**src/rtl/agu_seq_pkg.sv**
```systemverilog
// Shared definitions for the address-generation unit: operation codes,
// branch condition codes, FSM states and the branch-offset sign extender.
package agu_seq_pkg;

    // func[5:3] when func[5] == 0: control-transfer class
    typedef enum logic [2:0] {
        F_JMP   = 3'b000,
        F_JMPR  = 3'b001,
        F_JMPC  = 3'b010,
        F_JMPRC = 3'b011
    } jmp_op_e;

    // func[5:2] when func[5] == 1; func[1:0] are don't-care
    typedef enum logic [3:0] {
        F_LOAD  = 4'b1000,
        F_STORE = 4'b1001,
        F_LOADC = 4'b1010,
        F_CALL  = 4'b1011,
        F_RET   = 4'b1100
    } ctl_op_e;

    // func[2:0] for conditional jumps, S1 treated as signed; 11x never taken
    typedef enum logic [2:0] {
        C_LT = 3'b000,
        C_GE = 3'b001,
        C_EQ = 3'b010,
        C_NE = 3'b011,
        C_GT = 3'b100,
        C_LE = 3'b101
    } cond_e;

    typedef enum logic {
        S_IDLE = 1'b0,
        S_MEM  = 1'b1
    } state_e;

    // Sign-extend the low w bits of v (1 <= w <= 8) to a full byte.
    function automatic logic [7:0] sext_off(input logic [7:0] v, input int unsigned w);
        logic signed [7:0] t;
        t = v << (8 - w);
        return t >>> (8 - w);
    endfunction

endpackage

```
**src/rtl/agu_ras.sv**
```systemverilog
// Return-address stack for agu_seq: circular buffer of DEPTH entries.
//   clk, rst    : clock, asynchronous active-high reset
//   push, pop   : stack operations (mutually exclusive)
//   push_data   : value pushed
//   top_data    : most recently pushed value (valid when !empty)
//   empty       : no entries held
//   ovf, unf    : sticky flags, push on full / pop on empty
// A push on a full stack overwrites the oldest entry: the write pointer has
// wrapped onto it, so the count saturates while the pointer keeps moving.
module agu_ras
    import agu_seq_pkg::*;
#(
    parameter int unsigned DEPTH = 4,
    parameter int unsigned W     = 10
) (
    input  logic         clk,
    input  logic         rst,
    input  logic         push,
    input  logic         pop,
    input  logic [W-1:0] push_data,
    output logic [W-1:0] top_data,
    output logic         empty,
    output logic         ovf,
    output logic         unf
);

    localparam int unsigned PW = $clog2(DEPTH);
    localparam int unsigned CW = PW + 1;

    logic [W-1:0]  mem [DEPTH];
    logic [PW-1:0] sp;      // next free slot
    logic [CW-1:0] cnt;
    logic          full;

    assign empty    = (cnt == '0);
    assign full     = (cnt == CW'(DEPTH));
    assign top_data = mem[sp - PW'(1)];

    always_ff @(posedge clk) begin
        if (push) begin
            mem[sp] <= push_data;
        end
    end

    always_ff @(posedge clk or posedge rst) begin
        if (rst) begin
            sp  <= '0;
            cnt <= '0;
            ovf <= 1'b0;
            unf <= 1'b0;
        end else if (push) begin
            sp <= sp + PW'(1);
            if (full) begin
                ovf <= 1'b1;
            end else begin
                cnt <= cnt + CW'(1);
            end
        end else if (pop) begin
            if (empty) begin
                unf <= 1'b1;
            end else begin
                sp  <= sp - PW'(1);
                cnt <= cnt - CW'(1);
            end
        end
    end

endmodule

```
**src/rtl/agu_seq.sv**
```systemverilog
// Sequential address-generation unit: owns the PC, resolves jumps, branches
// and CALL/RET through agu_ras, and drives a req/ack data memory port for
// LOAD/STORE. Issue stalls while a memory access is outstanding.
//   clk, rst         : clock, asynchronous active-high reset
//   issue_valid/ready: instruction handshake
//   func, S1, S2, imm: operation code, operands, 8-bit immediate (the
//                      instruction's "const" field; const is a reserved word)
//   pc               : registered program counter
//   mem_req/we/addr/wdata, mem_rdata/ack : data memory port
//   res_valid/res_data : one-cycle LOAD/LOADC result
//   ras_ovf/ras_unf  : sticky return-stack overflow/underflow
module agu_seq
    import agu_seq_pkg::*;
#(
    parameter int unsigned PC_W      = 10,
    parameter int unsigned AW        = 16,
    parameter int unsigned DW        = 32,
    parameter int unsigned OFFS_W    = 6,
    parameter int unsigned RAS_DEPTH = 4,
    parameter int unsigned RESET_PC  = 0
) (
    input  logic            clk,
    input  logic            rst,
    input  logic            issue_valid,
    output logic            issue_ready,
    input  logic [5:0]      func,
    input  logic [DW-1:0]   S1,
    input  logic [DW-1:0]   S2,
    input  logic [7:0]      imm,
    output logic [PC_W-1:0] pc,
    output logic            mem_req,
    output logic            mem_we,
    output logic [AW-1:0]   mem_addr,
    output logic [DW-1:0]   mem_wdata,
    input  logic [DW-1:0]   mem_rdata,
    input  logic            mem_ack,
    output logic            res_valid,
    output logic [DW-1:0]   res_data,
    output logic            ras_ovf,
    output logic            ras_unf
);

    state_e          state, state_n;
    logic [PC_W-1:0] pc_n, pc_inc, off_ext, ras_top;
    logic            we_n, res_valid_n, accept, taken, ras_push, ras_pop, ras_empty;
    logic [AW-1:0]   addr_n;
    logic [DW-1:0]   wdata_n, res_data_n;
    logic signed [7:0] off8;
    logic            s1_neg, s1_zero;

    // mem_req is the MEM state itself, so an asynchronous reset drops it at once
    assign mem_req     = (state == S_MEM);
    assign issue_ready = (state == S_IDLE) && !rst;
    assign accept      = issue_valid && issue_ready;

    assign off8    = sext_off(imm, OFFS_W);
    assign off_ext = PC_W'(off8);
    assign pc_inc  = pc + PC_W'(1);
    assign s1_neg  = S1[DW-1];
    assign s1_zero = (S1 == '0);

    always_comb begin
        taken = 1'b0;
        case (func[2:0])
            C_LT:    taken = s1_neg;
            C_GE:    taken = !s1_neg;
            C_EQ:    taken = s1_zero;
            C_NE:    taken = !s1_zero;
            C_GT:    taken = !s1_neg && !s1_zero;
            C_LE:    taken = s1_neg || s1_zero;
            default: taken = 1'b0;
        endcase
    end

    always_comb begin
        state_n     = state;
        pc_n        = pc;
        we_n        = mem_we;
        addr_n      = mem_addr;
        wdata_n     = mem_wdata;
        res_valid_n = 1'b0;
        res_data_n  = res_data;
        ras_push    = 1'b0;
        ras_pop     = 1'b0;
        if (state == S_IDLE) begin
            if (accept) begin
                if (!func[5]) begin
                    case (func[5:3])
                        F_JMP:   pc_n = S1[PC_W-1:0];
                        F_JMPR:  pc_n = pc + off_ext;
                        F_JMPC:  pc_n = taken ? S2[PC_W-1:0] : pc_inc;
                        F_JMPRC: pc_n = taken ? (pc + off_ext) : pc_inc;
                        default: pc_n = pc_inc;
                    endcase
                end else begin
                    case (func[5:2])
                        F_LOAD, F_STORE: begin
                            state_n = S_MEM;
                            addr_n  = S1[AW-1:0];
                            we_n    = (func[5:2] == F_STORE);
                            wdata_n = (func[5:2] == F_STORE) ? S2 : '0;
                        end
                        F_LOADC: begin
                            res_valid_n = 1'b1;
                            res_data_n  = {S1[DW-1:8], imm};
                            pc_n        = pc_inc;
                        end
                        F_CALL: begin
                            ras_push = 1'b1;
                            pc_n     = S1[PC_W-1:0];
                        end
                        F_RET: begin
                            ras_pop = 1'b1;
                            pc_n    = ras_empty ? pc_inc : ras_top;
                        end
                        default: pc_n = pc_inc;
                    endcase
                end
            end
        end else begin
            if (mem_ack) begin
                state_n = S_IDLE;
                pc_n    = pc_inc;
                if (!mem_we) begin
                    res_valid_n = 1'b1;
                    res_data_n  = mem_rdata;
                end
            end
        end
    end

    always_ff @(posedge clk or posedge rst) begin
        if (rst) begin
            state     <= S_IDLE;
            pc        <= PC_W'(RESET_PC);
            mem_we    <= 1'b0;
            mem_addr  <= '0;
            mem_wdata <= '0;
            res_valid <= 1'b0;
            res_data  <= '0;
        end else begin
            state     <= state_n;
            pc        <= pc_n;
            mem_we    <= we_n;
            mem_addr  <= addr_n;
            mem_wdata <= wdata_n;
            res_valid <= res_valid_n;
            res_data  <= res_data_n;
        end
    end

    agu_ras #(
        .DEPTH (RAS_DEPTH),
        .W     (PC_W)
    ) u_ras (
        .clk       (clk),
        .rst       (rst),
        .push      (ras_push),
        .pop       (ras_pop),
        .push_data (pc_inc),
        .top_data  (ras_top),
        .empty     (ras_empty),
        .ovf       (ras_ovf),
        .unf       (ras_unf)
    );

endmodule
```
**config.mk**
```make
export PLATFORM = sky130hd
export DESIGN_NAME = agu_seq
export DESIGN_NICKNAME = d
export VERILOG_FILES = /design/src/rtl/agu_seq_pkg.sv /design/src/rtl/agu_ras.sv /design/src/rtl/agu_seq.sv
export SDC_FILE = /design/constraint.sdc
export NUM_CORES = 1
export LEC_CHECK = 0
export ABC_AREA = 1
export CAP_MARGIN = 25
export CORE_ASPECT_RATIO = 0.9
export CORE_UTILIZATION = 25
export CTS_BUF_LIST = sky130_fd_sc_hd__clkbuf_4 sky130_fd_sc_hd__clkbuf_8
export DETAILED_ROUTE_END_ITERATION = 8
export DONT_BUFFER_PORTS = 1
export GPL_ROUTABILITY_DRIVEN = 1
export GPL_TIMING_DRIVEN = 0
export PLACE_DENSITY_LB_ADDON = 0.2
export REMOVE_ABC_BUFFERS = 1
export SYNTH_ARGS = -nofsm -noshare
export SYNTH_HDL_FRONTEND = slang
export SYNTH_SLANG_ARGS = --single-unit
```
**constraint.sdc**
```tcl
create_clock -name clk -period 4.29 [get_ports clk]
set_clock_uncertainty 0.05 [all_clocks]
set_input_delay 0.429 -clock clk [delete_from_list [all_inputs] [get_ports clk]]
set_output_delay 0.429 -clock clk [all_outputs]
set_load 0.01 [all_outputs]
```
==> impl_metrics.toml, run 1 <==
[status]
status = "complete, no violations"

[worst_hold_path]
min_to = "mem_addr[15]$_DFFE_PP0P_"
hold_path_class = "primary input to flop"
min-delay-start = "S1[15]"
worstHoldPathCells = 2

[power_and_ir_drop]
clockPowerShare = 0.267
p_per_area_nw_per_um2 = 546.9
leakage_nw = 3.761
worst_ir_drop_vdd_mv = 0.2023
p_comb_frac = 0.284
switching_share = 0.3964
seqPwrFrac = 0.449
intPower_mw = 2.795
p_sw_mw = 1.836

[synth]
syn-cell-area_um2 = 7523
synth_cell_types = 41
syn_inst = 932
synth-main-ff-cell = "dfrtp_1"
yosys_warnings = 0
postSynthAreaPerCell_um2 = 8.072
synth_edf_count = 40
ys_seq_area_frac = 0.4923
synth-seq-cells = 140
async_reset_ff_frac = 0.7143

[setup_path]
critical_path_class = "flop to flop"
cp-start-kind = "flop"
cp_common_cell = "nand2_1"
rr_startpoint = "u_ras.sp[0]$_DFFE_PP0P_"
critPathMaxFanout = 24
critPathMaxStageDelay_ns = 0.87
critPathBufInv = 2
crit_path_cell_trace = "inv_1, ha_1, inv_1, o21ai_0, o221ai_1, o211ai_1, o221ai_1, nand2_1, nand4_1, nand2_1, nand2_1"
r2r_slack_ns = 0.62
critPathRequiredTime_ns = 4.59
startpoint = "u_ras.sp[0]$_DFFE_PP0P_"
path_delay_family = "buffers and inverters"
critPathArrivalTime_ns = 3.97
rr_endpoint = "pc[3]$_DFFE_PP0P_"
r2r_cells = 11
end_kind = "flop"
crit_slowest_cell = "dfrtp_1"

[place]
placed_area_um2 = 7989
hpwl_mm = 18.37
portBuffers = 0
gp_congestion = 0.7814
pre_cts_ws_ns = 0.6212

[layout]
seq_area_um2 = 3705
stdcell_area_um2 = 8467
final_common_cell = "nand2_1"
drive_gt1_frac = 0.09412
final_cell_mix = "302 x nand2_1, 99 x dfrtp_1, 93 x nor2_1"
area_growth_pct = 12.54
multi_input_area_um2 = 3316
fillers = 3183
layout.nets = 1052

[detailed_routing]
wl_mm = 25.16
postRouteAntennaNets = 0
drt_pass1_iterations = 5
first_iter_violations = 373
drc = 0
num_vias = 6285
wire_per_inst_um = 18.89
drt-vias-per-instance = 4.718

[die]
die_y_um = 166.6
num_rows = 59
dieArea_um2 = 30790
initial_core_util = 0.2574
die_x_um = 184.9
core-area_um2 = 29230
io_pins = 210

[grt]
antenna_found_initial = 0
grt_overflow_total = 0
grt_max_degree = 57
grt_pass1_vias = 6185
track_usage = 0.1648
grt_pass1_wl_mm = 37.80

[sta]
worstMarginPinSlew_ns = 0.8957
clock.fmax_mhz = 272.5
fin_hold_ws_ns = 0.03616
final.setup.worst_slack_ns = 0.6200
report.final.setup_viol = 0
period_needed_ns = 3.670
slew-limit-headroom = 0.4015
fin_tns_setup_ns = 0
hold_viol_final = 0
finalCritPeriodShare = 0.8555
drv_slew = 0
rsz0062_at_grt = "false"

[clock_tree]
cts_buffers = 17
path_clk_slew_ns = 0.08
cts.sinks = 140
ctsResizeCount = 0
clkLatencyLatePin_ns = 0.46
cts_tree = "done"
cts.path.max_buffers = 2
htree_levels = 4
cts_root_buffer = "clkbuf_8"

[job]
cap_violations = 0
-- per-stage QoR --
| stage | utilization | total power [mW] | cells |
|---|---|---|---|
| floorplan | - | 2.960 | 891 |
| global placement | 0.2671 | 3.413 | 1287 |
| detailed placement | 0.2733 | 3.433 | 1296 |
| CTS | 0.2895 | 4.687 | 1331 |
| global route | 0.2895 | 4.955 | 1331 |
| finish | 0.2896 | 4.631 | 1332 |
-- how the worst max path moves through the flow --
stage	depth (start not counted)	to	slack (ns)
2_1_floorplan	4	res_data[0]$_DFFE_PP0P_	0.08
3_3_place_gp	4	res_data[27]$_DFFE_PP0P_	-2.33
3_5_place_dp	11	pc[5]$_DFFE_PP0P_	0.62
4_1_cts	11	pc[5]$_DFFE_PP0P_	0.60
5_1_grt	11	pc[5]$_DFFE_PP0P_	0.34
6_report	11	pc[3]$_DFFE_PP0P_	0.62
-- cell type report --
class                      instances  area share
sequential                       140      0.4376
multi-input combinational        668      0.3916
tap                              396     0.05852
inverter                          83     0.03754
clock buffer                      19     0.03015
clock inverter                    13     0.02246
timing repair buffer              12     0.02187
antenna                            1   0.0002956
-- cells by family after synthesis --
| logic type | Yosys count | synth area share |
|---|---|---|
| compound gates | 149 | 0.1189 |
| buf+inv | 124 | 0.06952 |
| simple gates | 486 | 0.2706 |
| flops | 140 | 0.4923 |
| xor+xnor | 16 | 0.01863 |
| fa+ha+maj | 16 | 0.02861 |
| mux | 1 | 0.001497 |
-- power by group through the flow --
stage / sequential (mW) / combinational (mW) / clock [mW]
finish: 2.08 / 1.32 / 1.24
global route: 2.12 / 1.51 / 1.32
detailed placement: 2.11 / 1.32 / 0
global placement: 2.12 / 1.30 / 0
CTS: 2.08 / 1.33 / 1.27
floorplan: 1.99 / 0.974 / 0
-- sequential cells by signal, indices dropped and copies added, names as in the netlist, 2 cells and up --
register,cells
mem_addr,16
mem_wdata,32
pc,10
res_data,32
u_ras.cnt,3
u_ras.mem,40
u_ras.sp,2
-- per-layer routing --
layer  global-route usage  vias to the layer above  share of wire
met5                    0                        -              0
met4              0.05066                        0          0.017
met3              0.05248                       24          0.091
met2               0.2517                      214           0.44
met1               0.2200                     3006           0.45
li1                     -                     3041              -
-- synth_stat cells (all sizes together), types with 7 or more instances --
cell type  count  area [µm²]
inv           82       307.8
nand3         50       262.8
o22ai         10       62.56
a31oi         32       200.2
o221ai        11       96.34
ha            14       175.2
dfrtp        100        2502
nand4         13       81.33
xor2          12       105.1
o21ai         55       286.5
buf           18       118.9
nor3           7       67.56
clkbuf        22       82.58
nor2         106       440.4
edfxtp        40        1201
nand2        308        1171
a21oi         27       142.6
o211ai        10       75.07
-- repair_timing --
item / in CTS / in global routing
hold buffers: 3 / 0
setup endpoints to repair: 0 / 0
endpoints found under the hold margin: 46 / 0
buffers inserted: 0 / 0
(Power assumes the default switching activity.)
==> inputs of run 2 (changes only) <==
- CELL_PAD_IN_SITES_DETAIL_PLACEMENT: not set -> 2
- CELL_PAD_IN_SITES_GLOBAL_PLACEMENT: not set -> 2
- SLEW_MARGIN: not set -> 20
==> impl_metrics.toml, run 2 (synthesis results as in run 1) <==
[sta]
rsz0062_at_grt = "false"
clock.fmax_mhz = 267.4
period_needed_ns = 3.740
finalCritPeriodShare = 0.8717
hold_viol_final = 0
report.final.setup_viol = 0
drv_slew = 0
final.setup.worst_slack_ns = 0.5503
worstMarginPinSlew_ns = 0.7968
slew-limit-headroom = 0.4659

[setup_path]
crit_cells = 11
critPathArrivalTime_ns = 4.04
critical_path_class = "flop to flop"
cp-start-kind = "flop"
rr_startpoint = "u_ras.sp[0]$_DFFE_PP0P_"
critPathMaxFanout = 24
path_delay_family = "buffers and inverters"
critPathBufInv = 2
end_kind = "flop"
critPathRequiredTime_ns = 4.59
crit_slowest_cell = "dfrtp_1"
cp_common_cell = "nand2_1"
r2r_cells = 11
critPathMaxStageDelay_ns = 0.86
startpoint = "u_ras.sp[0]$_DFFE_PP0P_"
crit_path_cell_trace = "inv_1, ha_1, inv_1, o21ai_0, o221ai_1, nand2_1, a21oi_1, o21ai_1, nand3_1, nand2_1, nand2_1"

[power_and_ir_drop]
worst_ir_drop_vdd_mv = 0.1916
p_comb_frac = 0.296
seqPwrFrac = 0.448
p_per_area_nw_per_um2 = 545.3
intPower_mw = 2.740
clockPowerShare = 0.256
leakage_nw = 3.778
switching_share = 0.4086
p_sw_mw = 1.893

[place]
pre_cts_ws_ns = 0.4652
gp_congestion = 0.7612
portBuffers = 0
hpwl_mm = 20.53

[detailed_routing]
drt-vias-per-instance = 4.869
wl_mm = 27.81
postRouteAntennaNets = 0
first_iter_violations = 235
drt_pass1_iterations = 5
wire_per_inst_um = 20.83
num_vias = 6500
drc = 0

[grt]
track_usage = 0.1883
antenna_found_initial = 0
grt_overflow_total = 0
grt_pass1_wl_mm = 43.61
grt_pass1_vias = 7108
grt_max_degree = 59

[clock_tree]
cts.sinks = 140
clkLatencyLatePin_ns = 0.47
ctsResizeCount = 0
postCtsSetupBuffers = 0
cts.path.max_buffers = 2
cts_buffers = 17
postCtsHoldBufs = 5
path_clk_slew_ns = 0.09
cts_tree = "done"
cts_root_buffer = "clkbuf_8"
htree_levels = 4

[job]
cap_violations = 0

[layout]
largest_registers = "u_ras.mem: 40 flops, mem_wdata: 32 flops, res_data: 32 flops"
final_cell_mix = "302 x nand2_1, 99 x dfrtp_1, 92 x nor2_1"
drive_gt1_frac = 0.09585
multi_input_area_um2 = 3318
antenna_cells = 0
seq_area_um2 = 3705
final_common_cell = "nand2_1"
area_growth_pct = 12.92
fin_util = 0.2906
layout.nets = 1056
largest_register = "u_ras.mem"
largest_reg_flops = 40
fillers = 3411

[worst_hold_path]
worstHoldPathCells = 2
hold_path_class = "primary input to flop"
min-delay-start = "S1[10]"

[status]
status = "complete, no violations"

[die]
num_rows = 59
io_pins = 210
initial_core_util = 0.2574
die_x_um = 184.9
die_y_um = 166.6
core-area_um2 = 29230
dieArea_um2 = 30790
[run 2: cell count changes in the layout (fill, tap and decap cells not counted), moves of 2 or more]
cell	delta
buf_6	-4
buf_12	+3
buf_4	+3
clkinv_4	+3
dlygate4sd3_1	+3
inv_6	-2
[run 2: metrics by stage]
stage | area [µm²] | hold slack, ns | TNS, ns | total power [mW] | instances
after global placement | 7807 | 0.4574 | -171.74 | 3.447 | 1287
after CTS | 8458 | 0.001327 | 0 | 4.723 | 1332
after detailed placement | 7986 | 0.3099 | 0 | 3.507 | 1295
after floorplan | 7312 | 0.4319 | 0 | 2.960 | 891
after global routing | 8496 | 0.002146 | 0 | 4.988 | 1335
final | 8496 | 0.02814 | 0 | 4.632 | 1335
[run 2: final timing paths]
| check | endpoint | slack [ns] |
|---|---|---|
| max in group asynchronous | pc[6]$_DFFE_PP0P_ | 3.07 |
| hold / removal | mem_addr[10]$_DFFE_PP0P_ | 0.03 |
| hold reg to reg | u_ras.cnt[2]$_DFFE_PP0P_ | 0.48 |
| setup / recovery | pc[9]$_DFFE_PP0P_ | 0.55 |
| min in group asynchronous | mem_wdata[29]$_DFFE_PP0P_ | 0.42 |
| setup reg to reg | pc[9]$_DFFE_PP0P_ | 0.55 |
[run 2: final cells by class]
type / count / share of cell area
Timing Repair Buffer: 16 / 0.02798
Clock inverter: 13 / 0.01959
Inverter: 83 / 0.03741
Sequential cell: 140 / 0.4361
Clock buffer: 19 / 0.03004
Multi-Input combinational cell: 668 / 0.3906
Tap cell: 396 / 0.05832
[run 2: worst register-to-register path: stages (launching register included)]
cell      delay [ns]
dfrtp_1         0.86
inv_1           0.59
ha_1            0.77
inv_1           0.32
o21ai_0         0.17
o221ai_1        0.15
nand2_1         0.11
a21oi_1         0.07
o21ai_1         0.29
nand3_1         0.12
nand2_1         0.08
nand2_1         0.05
[run 2: power by group through the flow]
stage          registers, mW  logic, mW  clock network, mW
2_1_floorplan           1.99      0.974                  0
3_3_place_gp            2.11       1.33                  0
3_5_place_dp            2.11       1.39                  0
4_1_cts                 2.09       1.40               1.23
5_1_grt                 2.12       1.58               1.28
6_report                2.08       1.37               1.19
[run 2: metal layers]
metal,wire [µm],GRT usage
met4,392,0.05138
met3,1112,0.03717
met1,12200,0.2379
met5,0,0
met2,14110,0.3240
==> inputs of run 3 (changes only) <==
- CORE_UTILIZATION: 25 -> 40
- clock period: 4.29 -> 4.75 ns (I/O delays scaled with it)
==> impl_metrics.toml, run 3 (synthesis results as in run 1) <==
[sta]
drv_slew = 0
rsz0062_at_grt = "false"
finalCritPeriodShare = 0.7636
period_needed_ns = 3.627
report.final.setup_viol = 0
hold_viol_final = 0
slew-limit-headroom = 0.3016
worstMarginPinSlew_ns = 1.044
clock.fmax_mhz = 275.7

[layout]
fillers = 2077
area_growth_pct = 8.615
final_common_cell = "nand2_1"
largest_reg_flops = 40
antenna_cells = 0
drive_gt1_frac = 0.09247
layout.nets = 1047
final_cell_mix = "302 x nand2_1, 99 x dfrtp_1, 92 x nor2_1"
largest_register = "u_ras.mem"
largest_registers = "u_ras.mem: 40 flops, mem_wdata: 32 flops, res_data: 32 flops"
fin_util = 0.4440

[setup_path]
r2r_slack_ns = 1.12
critPathMaxFanout = 24
critPathMaxStageDelay_ns = 0.85
critical_path_class = "flop to flop"
critPathRequiredTime_ns = 5.07
crit_slowest_cell = "dfrtp_1"
critPathArrivalTime_ns = 3.95
cp_common_cell = "nand2_1"
cp-start-kind = "flop"
crit_path_cell_trace = "inv_1, ha_1, inv_1, o21ai_0, o221ai_1, o211ai_1, o221ai_1, nand2_1, nand4_1, nand2_1, nand2_1"
end_kind = "flop"

[worst_hold_path]
hold_path_class = "primary input to flop"

[clock_tree]
htree_levels = 4
path_clk_slew_ns = 0.09
cts_buffers = 17
clkLatencyLatePin_ns = 0.47
cts.path.max_buffers = 2
cts_root_buffer = "clkbuf_8"
cts.sinks = 140
ctsResizeCount = 0
cts_tree = "done"
postCtsSetupBuffers = 0
postCtsHoldBufs = 1

[place]
portBuffers = 0
hpwl_mm = 19.01
gp_congestion = 0.8279

[grt]
grt_overflow_total = 0
antenna_found_initial = 1
track_usage = 0.2801
grt_pass1_wl_mm = 41.50
grt_max_degree = 62
grt_pass1_vias = 7388

[die]
io_pins = 210
die_x_um = 146.6
core-area_um2 = 18410
num_rows = 47
die_y_um = 132.1
dieArea_um2 = 19360
initial_core_util = 0.4087

[detailed_routing]
first_iter_violations = 276
drt-vias-per-instance = 5.582
postRouteAntennaNets = 0
drt_pass1_iterations = 4
drc = 0
wl_mm = 25.91
num_vias = 6559
wire_per_inst_um = 22.05

[power_and_ir_drop]
power_mw = 4.134
leakage_nw = 3.714
p_per_area_nw_per_um2 = 505.9
worst_ir_drop_vdd_mv = 0.1991

[status]
status = "complete, no violations"

[job]
cap_violations = 0
## run 3: path summary, 6_finish.rpt
check | startpoint | endpoint | cells after the start
setup / recovery | u_ras.sp[0]$_DFFE_PP0P_ | pc[4]$_DFFE_PP0P_ | 11
hold / removal | mem_ack | mem_req$_DFF_PP0_ | 1
setup reg to reg | u_ras.sp[0]$_DFFE_PP0P_ | pc[4]$_DFFE_PP0P_ | 11
hold reg to reg | u_ras.cnt[2]$_DFFE_PP0P_ | u_ras.cnt[2]$_DFFE_PP0P_ | 1
max in group asynchronous | rst | pc[2]$_DFFE_PP0P_ | 3
min in group asynchronous | rst | mem_wdata[12]$_DFFE_PP0P_ | 2
## run 3: through the flow
stage	hold WS (ns)	instances	TNS [ns]	area [µm²]	worst slack [ns]
CTS	0.04356	1173	0	8154	1.035
floorplan	0.4319	891	0	7312	0.5449
global placement	0.4505	1136	-24.75	7619	-0.7773
global route	0.03606	1175	0	8172	0.8089
finish	0.05728	1175	0	8172	1.123
detailed placement	0.3149	1140	0	7755	1.160
## run 3: layout make-up
| cell class | instances | area (µm²) | area share |
|---|---|---|---|
| flip-flops and latches | 140 | 3705 | 0.4534 |
| repair buffers | 7 | 135.1 | 0.01654 |
| clock buffers | 17 | 234.0 | 0.02863 |
| clock inverters | 15 | 155.1 | 0.01899 |
| inverters | 83 | 317.8 | 0.03889 |
| well taps | 245 | 306.5 | 0.03751 |
| multi-input cells | 668 | 3318 | 0.4061 |
## run 3: critical path: cells and delay by family, from the launching register on
kind,cells,cell delay (ns)
AND/OR/NAND/NOR,4,0.37
adder cells (fa/ha/maj),1,0.71
buffers and inverters,2,0.85
flip-flops,1,0.85
AO/OA/AOI/OAI,4,0.66
## run 3: report_power, final
| group | switching (mW) | total [mW] | internal, mW | leakage, nW |
|---|---|---|---|---|
| sequential | 0.377 | 1.88 | 1.50 | 1.59 |
| clock | 0.546 | 0.979 | 0.433 | 0.203 |
| combinational | 0.847 | 1.27 | 0.427 | 1.92 |
| total | 1.77 | 4.13 | 2.36 | 3.71 |
## run 3: layer usage
layer / wire, µm / vias up / GRT usage
met5: 0 / - / 0
met4: 695 / 0 / 0.1001
met3: 1804 / 47 / 0.08581
met2: 13020 / 201 / 0.4828
met1: 10390 / 3273 / 0.3291
li1: - / 3038 / -
